## config.mk

```make
export PLATFORM = sky130hd
export DESIGN_NAME = mcss_stream
export DESIGN_NICKNAME = d
export VERILOG_FILES = /design/src/rtl/mcss_stream.sv
export SDC_FILE = /design/constraint.sdc
export NUM_CORES = 2
export LEC_CHECK = 0
export CAP_MARGIN = 20
export CORE_ASPECT_RATIO = 2
export CORE_MARGIN = 2
export CORE_UTILIZATION = 34
export CTS_CLUSTER_SIZE = 14
export DETAILED_ROUTE_END_ITERATION = 6
export GPL_ROUTABILITY_DRIVEN = 0
export RECOVER_POWER = 100
export SLEW_MARGIN = 20
export SYNTH_ARGS = -nofsm -noshare
export SYNTH_HDL_FRONTEND = slang
export SYNTH_SLANG_ARGS = --single-unit
export TNS_END_PERCENT = 5
```

## constraint.sdc

```tcl
create_clock -name clk -period 21.1 [get_ports clk]
set_clock_uncertainty 0.2 [all_clocks]
set_input_delay 4.22 -clock clk [delete_from_list [all_inputs] [get_ports clk]]
set_output_delay 4.22 -clock clk [all_outputs]
set_load 0.01 [all_outputs]
```

## src/rtl/mcss_stream.sv

```systemverilog
// Per-lane maximum contiguous subarray sum over fixed-length frames.
// Optional MCSS_INDEX_EN adds per-lane subarray start/end tracking.
module mcss_stream #(
  parameter int WIDTH = 32,
  parameter int LANES = 4,
  parameter int FRAME_LEN = 256,
  localparam int IDX_W = $clog2(FRAME_LEN),
  localparam int ACC_W = WIDTH + IDX_W,
  localparam int LANE_W = (LANES > 1) ? $clog2(LANES) : 1
) (
  input  logic                     clk,
  input  logic                     rst,
  input  logic                     clear,
  input  logic                     in_valid,
  output logic                     in_ready,
  input  logic [LANES*WIDTH-1:0]   in_data,
  output logic                     out_valid,
  input  logic                     out_ready,
  output logic [LANES*ACC_W-1:0]   out_sum,
  output logic [ACC_W-1:0]         out_best_sum,
  output logic [LANE_W-1:0]        out_best_lane
`ifdef MCSS_INDEX_EN
  ,
  output logic [LANES*IDX_W-1:0]   out_start,
  output logic [LANES*IDX_W-1:0]   out_end
`endif
);

  localparam logic [IDX_W-1:0] LAST = IDX_W'(FRAME_LEN - 1);

  logic [IDX_W-1:0] idx;
  logic last, accept, load;

  logic signed [ACC_W-1:0] x_s    [LANES];
  logic signed [ACC_W-1:0] cur_q  [LANES];
  logic signed [ACC_W-1:0] best_q [LANES];
  logic signed [ACC_W-1:0] cur_d  [LANES];
  logic signed [ACC_W-1:0] best_d [LANES];
  logic signed [ACC_W-1:0] res_sum[LANES];
  logic signed [ACC_W-1:0] bsum_d;
  logic [LANE_W-1:0]       blane_d;

  assign last     = idx == LAST;
  // Only the closing beat stalls behind a pending result
  assign in_ready = !rst && !(out_valid && !out_ready && last);
  assign accept   = in_valid && in_ready && !clear;
  assign load     = accept && last;

  always_comb begin
    for (int l = 0; l < LANES; l++) begin
      x_s[l] = {{IDX_W{in_data[l*WIDTH+WIDTH-1]}},
                in_data[l*WIDTH +: WIDTH]};
      cur_d[l]  = cur_q[l];
      best_d[l] = best_q[l];
      if (idx == '0) begin
        cur_d[l]  = x_s[l];
        best_d[l] = x_s[l];
      end else begin
        if (cur_q[l] < 0) cur_d[l] = x_s[l];
        else cur_d[l] = cur_q[l] + x_s[l];
        if (cur_d[l] > best_q[l]) best_d[l] = cur_d[l];
      end
    end
  end

  // Strict compare keeps the lowest lane on ties
  always_comb begin
    bsum_d  = best_d[0];
    blane_d = '0;
    for (int l = 1; l < LANES; l++) begin
      if (best_d[l] > bsum_d) begin
        bsum_d  = best_d[l];
        blane_d = LANE_W'(l);
      end
    end
  end

  always_ff @(posedge clk or posedge rst) begin
    if (rst) begin
      idx <= '0;
      for (int l = 0; l < LANES; l++) begin
        cur_q[l]  <= '0;
        best_q[l] <= '0;
      end
    end else if (clear) begin
      idx <= '0;
      for (int l = 0; l < LANES; l++) begin
        cur_q[l]  <= '0;
        best_q[l] <= '0;
      end
    end else if (accept) begin
      idx <= last ? '0 : idx + 1'b1;
      for (int l = 0; l < LANES; l++) begin
        cur_q[l]  <= cur_d[l];
        best_q[l] <= best_d[l];
      end
    end
  end

  always_ff @(posedge clk or posedge rst) begin
    if (rst) begin
      out_valid     <= 1'b0;
      out_best_sum  <= '0;
      out_best_lane <= '0;
      for (int l = 0; l < LANES; l++) res_sum[l] <= '0;
    end else if (load) begin
      out_valid     <= 1'b1;
      out_best_sum  <= bsum_d;
      out_best_lane <= blane_d;
      for (int l = 0; l < LANES; l++) res_sum[l] <= best_d[l];
    end else if (out_valid && out_ready) begin
      out_valid     <= 1'b0;
      out_best_sum  <= '0;
      out_best_lane <= '0;
      for (int l = 0; l < LANES; l++) res_sum[l] <= '0;
    end
  end

  always_comb begin
    out_sum = '0;
    for (int l = 0; l < LANES; l++)
      out_sum[l*ACC_W +: ACC_W] = res_sum[l];
  end

`ifdef MCSS_INDEX_EN
  logic [IDX_W-1:0] cs_q[LANES], bs_q[LANES], be_q[LANES];
  logic [IDX_W-1:0] cs_d[LANES], bs_d[LANES], be_d[LANES];
  logic [IDX_W-1:0] res_st[LANES], res_en[LANES];

  always_comb begin
    for (int l = 0; l < LANES; l++) begin
      cs_d[l] = cs_q[l];
      bs_d[l] = bs_q[l];
      be_d[l] = be_q[l];
      if (idx == '0) begin
        cs_d[l] = '0;
        bs_d[l] = '0;
        be_d[l] = '0;
      end else begin
        if (cur_q[l] < 0) cs_d[l] = idx;
        if (cur_d[l] > best_q[l]) begin
          bs_d[l] = cs_d[l];
          be_d[l] = idx;
        end
      end
    end
  end

  always_ff @(posedge clk or posedge rst) begin
    if (rst) begin
      for (int l = 0; l < LANES; l++) begin
        cs_q[l] <= '0; bs_q[l] <= '0; be_q[l] <= '0;
        res_st[l] <= '0; res_en[l] <= '0;
      end
    end else begin
      for (int l = 0; l < LANES; l++) begin
        if (clear) begin
          cs_q[l] <= '0; bs_q[l] <= '0; be_q[l] <= '0;
        end else if (accept) begin
          cs_q[l] <= cs_d[l]; bs_q[l] <= bs_d[l]; be_q[l] <= be_d[l];
        end
        if (load) begin
          res_st[l] <= bs_d[l];
          res_en[l] <= be_d[l];
        end else if (out_valid && out_ready) begin
          res_st[l] <= '0;
          res_en[l] <= '0;
        end
      end
    end
  end

  always_comb begin
    out_start = '0;
    out_end   = '0;
    for (int l = 0; l < LANES; l++) begin
      out_start[l*IDX_W +: IDX_W] = res_st[l];
      out_end[l*IDX_W +: IDX_W]   = res_en[l];
    end
  end
`endif

endmodule
```

# --- After elaboration in Yosys (flattened, before gate mapping) ---
# Index checks and enable logic that the tools add are counted.
word_totals:
  ff_bits: 531
  in_bits: 133
  output_inout_bits: 204
  word_cells: 88
classes:
  add_sub_neg: 5
  order_cmp: 11
  eq_ne: 1
  muxes: 41
  n_reduce_logical: 14
op_table:
  columns: ["cell", "count"]
  rows:
  - ["$mux 40", 25]
  - ["$mux 160", 6]
  - ["$gt 40x40->1", 7]
  - ["$add 40x32->40", 4]
  - ["$lt 40x1->1 const B", 4]
  - ["$mux 8", 3]
  - ["$add 8x1->8 const B", 1]
  - ["$eq 8x8->1 const B", 1]
  - ["$logic_not 8->1", 1]
  - ["$mux 2", 4]
  - ["$logic_and 1x1->1", 7]
  - ["$logic_not 1->1", 4]
  - ["$reduce_bool 2->1", 2]
  - ["$mux 1", 3]

# --- Logic depth before layout (Yosys ltp) ---
logic_depth:
  ltp_word: 13
  depth_mapped: 72
  ltp_nobuf: 65

# --- Worst setup path after synthesis ---
# No wires, ideal clock.
synth_path:
  kind: "input -> output"
  startpoint: "input port rst"
  endpoint: "output port in_ready"
  arrival_time_ns: 16.261
  required_time_ns: 16.680
  path_slack_ns: 0.419
  path_stages: 2
  n_path_buf: 0
  path_cell_list: "inv_1 -> o31a_1"
synth_between:
  elab_chain_cells: 2
synth_lines:
  columns: ["item", "line_no", "rtl"]
  rows:
  - ["from (decl)", "12", "input logic rst,"]
  - ["$logic_not 1->1 (no line)", null, null]
  - ["$logic_and 1x1->1", "45", "assign in_ready = !rst && !(out_valid && !out_ready && last);"]
  - ["to (decl)", "15", "output logic in_ready,"]
# No other way between the ends.

# --- Worst setup path after layout ---
layout_path:
  startpoint: "input port in_data[0]"
  endpoint: "register out_best_sum[35]"
layout_between:
  elab_chain_cells: 13
layout_lines:
  columns: ["item", "line_no", "rtl"]
  rows:
  - ["from (decl)", "16", "input logic [LANES*WIDTH-1:0] in_data,"]
  - ["$add 40x32->40", "60", "else cur_d[l] = cur_q[l] + x_s[l];"]
  - ["$mux 40", "59", "if (cur_q[l] < 0) cur_d[l] = x_s[l];"]
  - ["$mux 40", "55", "if (idx == '0) begin"]
  - ["$gt 40x40->1", "61", "if (cur_d[l] > best_q[l]) best_d[l] = cur_d[l];"]
  - ["$mux 40", "61", null]
  - ["$mux 40 *", "55", null]
  - ["$gt 40x40->1", "71", "if (best_d[l] > bsum_d) begin"]
  - ["$mux 40 *", "71", null]
  - ["$gt 40x40->1", "71", null]
  - ["$mux 40 *", "71", null]
  - ["$gt 40x40->1", "71", null]
  - ["$mux 40 *", "71", null]
  - ["$mux 40 *", "106", "end else if (load) begin"]
  - ["to (signal assigned)", "108", "out_best_sum <= bsum_d;"]
  - ["to (decl)", "20", "output logic [ACC_W-1:0] out_best_sum,"]
# Every way passes the cells marked *; elsewhere a longest branch is shown, timed or not. The select of a mux whose other input is x is not followed.
# A chain may end at the register's enable or synchronous reset.

==> impl_metrics.py <==
metrics = {
    "worst_setup_path": {
        "worstPathArrival_ps": 20600,
        "cp_max_fo": 40,
        "cp_data_required_time_ps": 21450,
        "path_class": "in -> reg",
        "crit_path_frequent_cell": "a21o_1",
        "end_kind": "flop",
        "max_stage_delay_ps": 670,
        "crit_path_start_kind": "primary input",
        "slowest_stage": "mux2_2",
    },
    "routing": {
        "routed_wl_um": 166000,
        "drc_errors": 0,
        "num_vias": 42447,
        "firstDrtPassIters": 7,
        "drtIter0Drc": 4422,
        "final_antenna_net_count": 0,
        "routedWlPerCell_um": 22.8,
        "viasPerCell": 5.84,
    },
    "clocking": {
        "clk_latency_ps": 680,
        "numClockSinks": 531,
        "clkTransAtPathRegs_ps": 70,
        "post_cts_buffers": 0,
        "root_buffer": "clkbuf_16",
        "cts_buffer_depth": 3,
        "cts_tree": "built",
        "numCtsBuffers": 57,
        "h-tree-depth": 2,
    },
    "grt": {
        "grt_util_met1": 0.346,
        "grt_use_total": 0.254,
        "grt_antenna_before_repair": 12,
        "met3_usage": 0.0529,
        "grt_max_degree": 170,
        "busiest_layer": "met2",
        "globalRouteMet2Util": 0.385,
        "grt_pass1_vias": 40241,
        "globalRouteOverflowTotal": 0,
        "grt_pass1_wl_um": 250000,
    },
    "min_path": {
        "hp-class": "reg -> reg",
    },
    "synthesis": {
        "synth_area_leader_cell": "dfrtp_1",
        "synth_most_common_cell": "nand2_1",
        "ys.flop_type": "dfrtp_1",
        "ys_warn_count": 0,
        "synth-edff-count": 0,
        "syn_area_um2": 42400,
        "synth_cell_types": 94,
        "syn_nets": 5874,
        "synth_commonest_cells": "nand2_1, dfrtp_1, a21oi_1",
        "ys_ff_latch": 531,
        "yosysSeqAreaShare": 0.314,
        "synth_cells": 5302,
        "syn_avg_cell_area_um2": 7.99,
        "ys_async_sr_fraction": 1.00,
        "synthTopCellsByArea": "dfrtp_1, ha_1, nand2_1",
        "synth_top_area_share": 0.314,
    },
    "final_layout": {
        "fillers": 12467,
        "area_growth_pct": 17.7,
        "fin_area_um2": 49900,
        "drive_above_1_share": 0.0548,
        "fin_nets": 6124,
    },
    "die": {
        "rows": 183,
        "core-area_um2": 124000,
        "die_h_um": 503,
        "die_w_um": 254,
        "start_util": 0.342,
        "die-area_um2": 128000,
        "io_pins": 337,
    },
    "timing": {
        "slew_headroom": -5.10,
        "setup_viol": 0,
        "worst_pin_slew_ps": 9150,
        "slew_viol_final": 1346,
        "hold_viol": 0,
        "fin_ws_ps": 850,
        "rsz0062_at_grt": "no",
        "period_needed_ps": 20250,
        "setup_tns_ps": 0,
        "clock.fmax_mhz": 49.4,
        "timing.final.crit_share": 0.960,
    },
    "place": {
        "post-dp-hpwl_um": 123000,
        "pre_cts_slack_ps": 387,
        "dpl_cell_area_um2": 47900,
        "port_buffers": 336,
    },
    "outcome": {
        "violations": "capacitance limit, slew limit",
        "status": "complete, but fails checks",
    },
    "power_and_ir_drop": {
        "p_leak_nw": 23.3,
        "ir_drop_mv": 0.112,
        "powerDensity_nw_per_um2": 94.2,
    },
    "job": {
        "maxCapViolCount": 20,
    },
}
## layout make-up
cell class              instances  area [µm²]  share of cell area
multi-input cells            4139       26800               0.537
flip-flops and latches        531       13300               0.267
repair buffers                477        4350              0.0873
well taps                    1665        2080              0.0418
clock buffers                  74        1640              0.0329
inverters                     346        1300              0.0261
clock inverters                34         429             0.00861
diodes                          2        5.00            0.000100
## per-layer routing
layer | vias to the layer above | wire length [µm]
met5 | - | 94
met4 | 14 | 8080
met3 | 362 | 16300
met2 | 2069 | 71600
met1 | 20413 | 69600
li1 | 19589 | -
## repair_timing
item,in CTS,in global routing
hold buffers,0,0
hold endpoints to repair,0,0
setup endpoints to repair,0,23
gates resized for setup,0,4
## per-stage QoR
stage | total power [mW] | instances | hold slack (ps) | utilization
after detailed placement | 3.47 | 7157 | 266 | 0.387
after floorplan | 2.68 | 5302 | 243 | -
after CTS | 4.61 | 7265 | 282 | 0.403
after global placement | 3.43 | 7157 | 256 | 0.387
final | 4.70 | 7268 | 276 | 0.403
after global routing | 4.95 | 7266 | 306 | 0.403
## where the power goes
group / switching, mW / internal [mW] / total, mW
combinational: 1.61 / 0.866 / 2.47
clock: 0.493 / 0.639 / 1.13
sequential: 0.0306 / 1.06 / 1.09
## kinds of logic (layout without fill, tap and decap cells)
family,after synthesis,in the layout,synth area share
xor+xnor,123,123,0.0254
other cells,0,2,0
mux,107,108,0.0262
compound gates,1817,1817,0.278
flops,531,531,0.314
fa+ha+maj,439,439,0.130
buf+inv,633,931,0.0566
simple gates,1652,1652,0.169
## registers in the layout (all words and copies together), names as in the netlist
register / count
best_q: 160
out_sum: 160
out_best_sum: 40
out_best_lane: 2
cur_q: 160
idx: 8
out_valid: 1
## worst paths after layout
check	startpoint	end	slack, ps	depth (start not counted)
hold reg to reg	out_sum[4]$_DFFE_PP0P_	out_sum[4]$_DFFE_PP0P_	280	2
min in group asynchronous	rst	cur_q[137]$_DFFE_PP0P_	4840	2
setup reg to reg	cur_q[120]$_DFFE_PP0P_	out_best_sum[35]$_DFFE_PP0P_	4480	62
max in group asynchronous	rst	cur_q[15]$_DFFE_PP0P_	4420	4
hold / removal	out_sum[4]$_DFFE_PP0P_	out_sum[4]$_DFFE_PP0P_	280	2
setup / recovery	in_data[0]	out_best_sum[35]$_DFFE_PP0P_	850	63
## critical path: cells and delay by family
kind	cells	cell delay [ps]
AOI/OAI and AO/OA	29	6870
and+or+nand+nor	20	4820
adders and majority gates	6	1900
muxes	4	1570
buffers and inverters	4	1200
## layout by cell type, fill, tap and decap left out, types with 19 or more instances in the layout
master / netlist / final
nand4_1: 70 / 70
o211ai_1: 48 / 48
a21oi_1: 494 / 493
a21o_1: 156 / 156
dlygate4sd3_1: 0 / 205
nand3_1: 87 / 87
a22o_1: 68 / 68
or3_1: 19 / 19
xnor2_1: 68 / 68
inv_1: 344 / 343
mux2_2: 28 / 28
nor3_1: 77 / 75
clkbuf_1: 247 / 29
mux2i_1: 77 / 74
o31ai_1: 38 / 38
nor2_1: 464 / 461
nor2b_1: 22 / 22
and2_1: 27 / 24
o21a_1: 95 / 95
o21bai_1: 27 / 27
a211oi_1: 177 / 177
o31a_1: 24 / 24
clkbuf_16: 0 / 58
o21ai_0: 426 / 428
a311oi_1: 20 / 20
dfrtp_1: 531 / 528
ha_1: 435 / 435
xor2_1: 55 / 55
a31oi_1: 33 / 32
nand2_1: 751 / 749
nand2b_1: 27 / 27
and3_1: 33 / 33
buf_4: 1 / 113
clkdlybuf4s50_1: 0 / 130
Power figures use the tool's default switching activity.
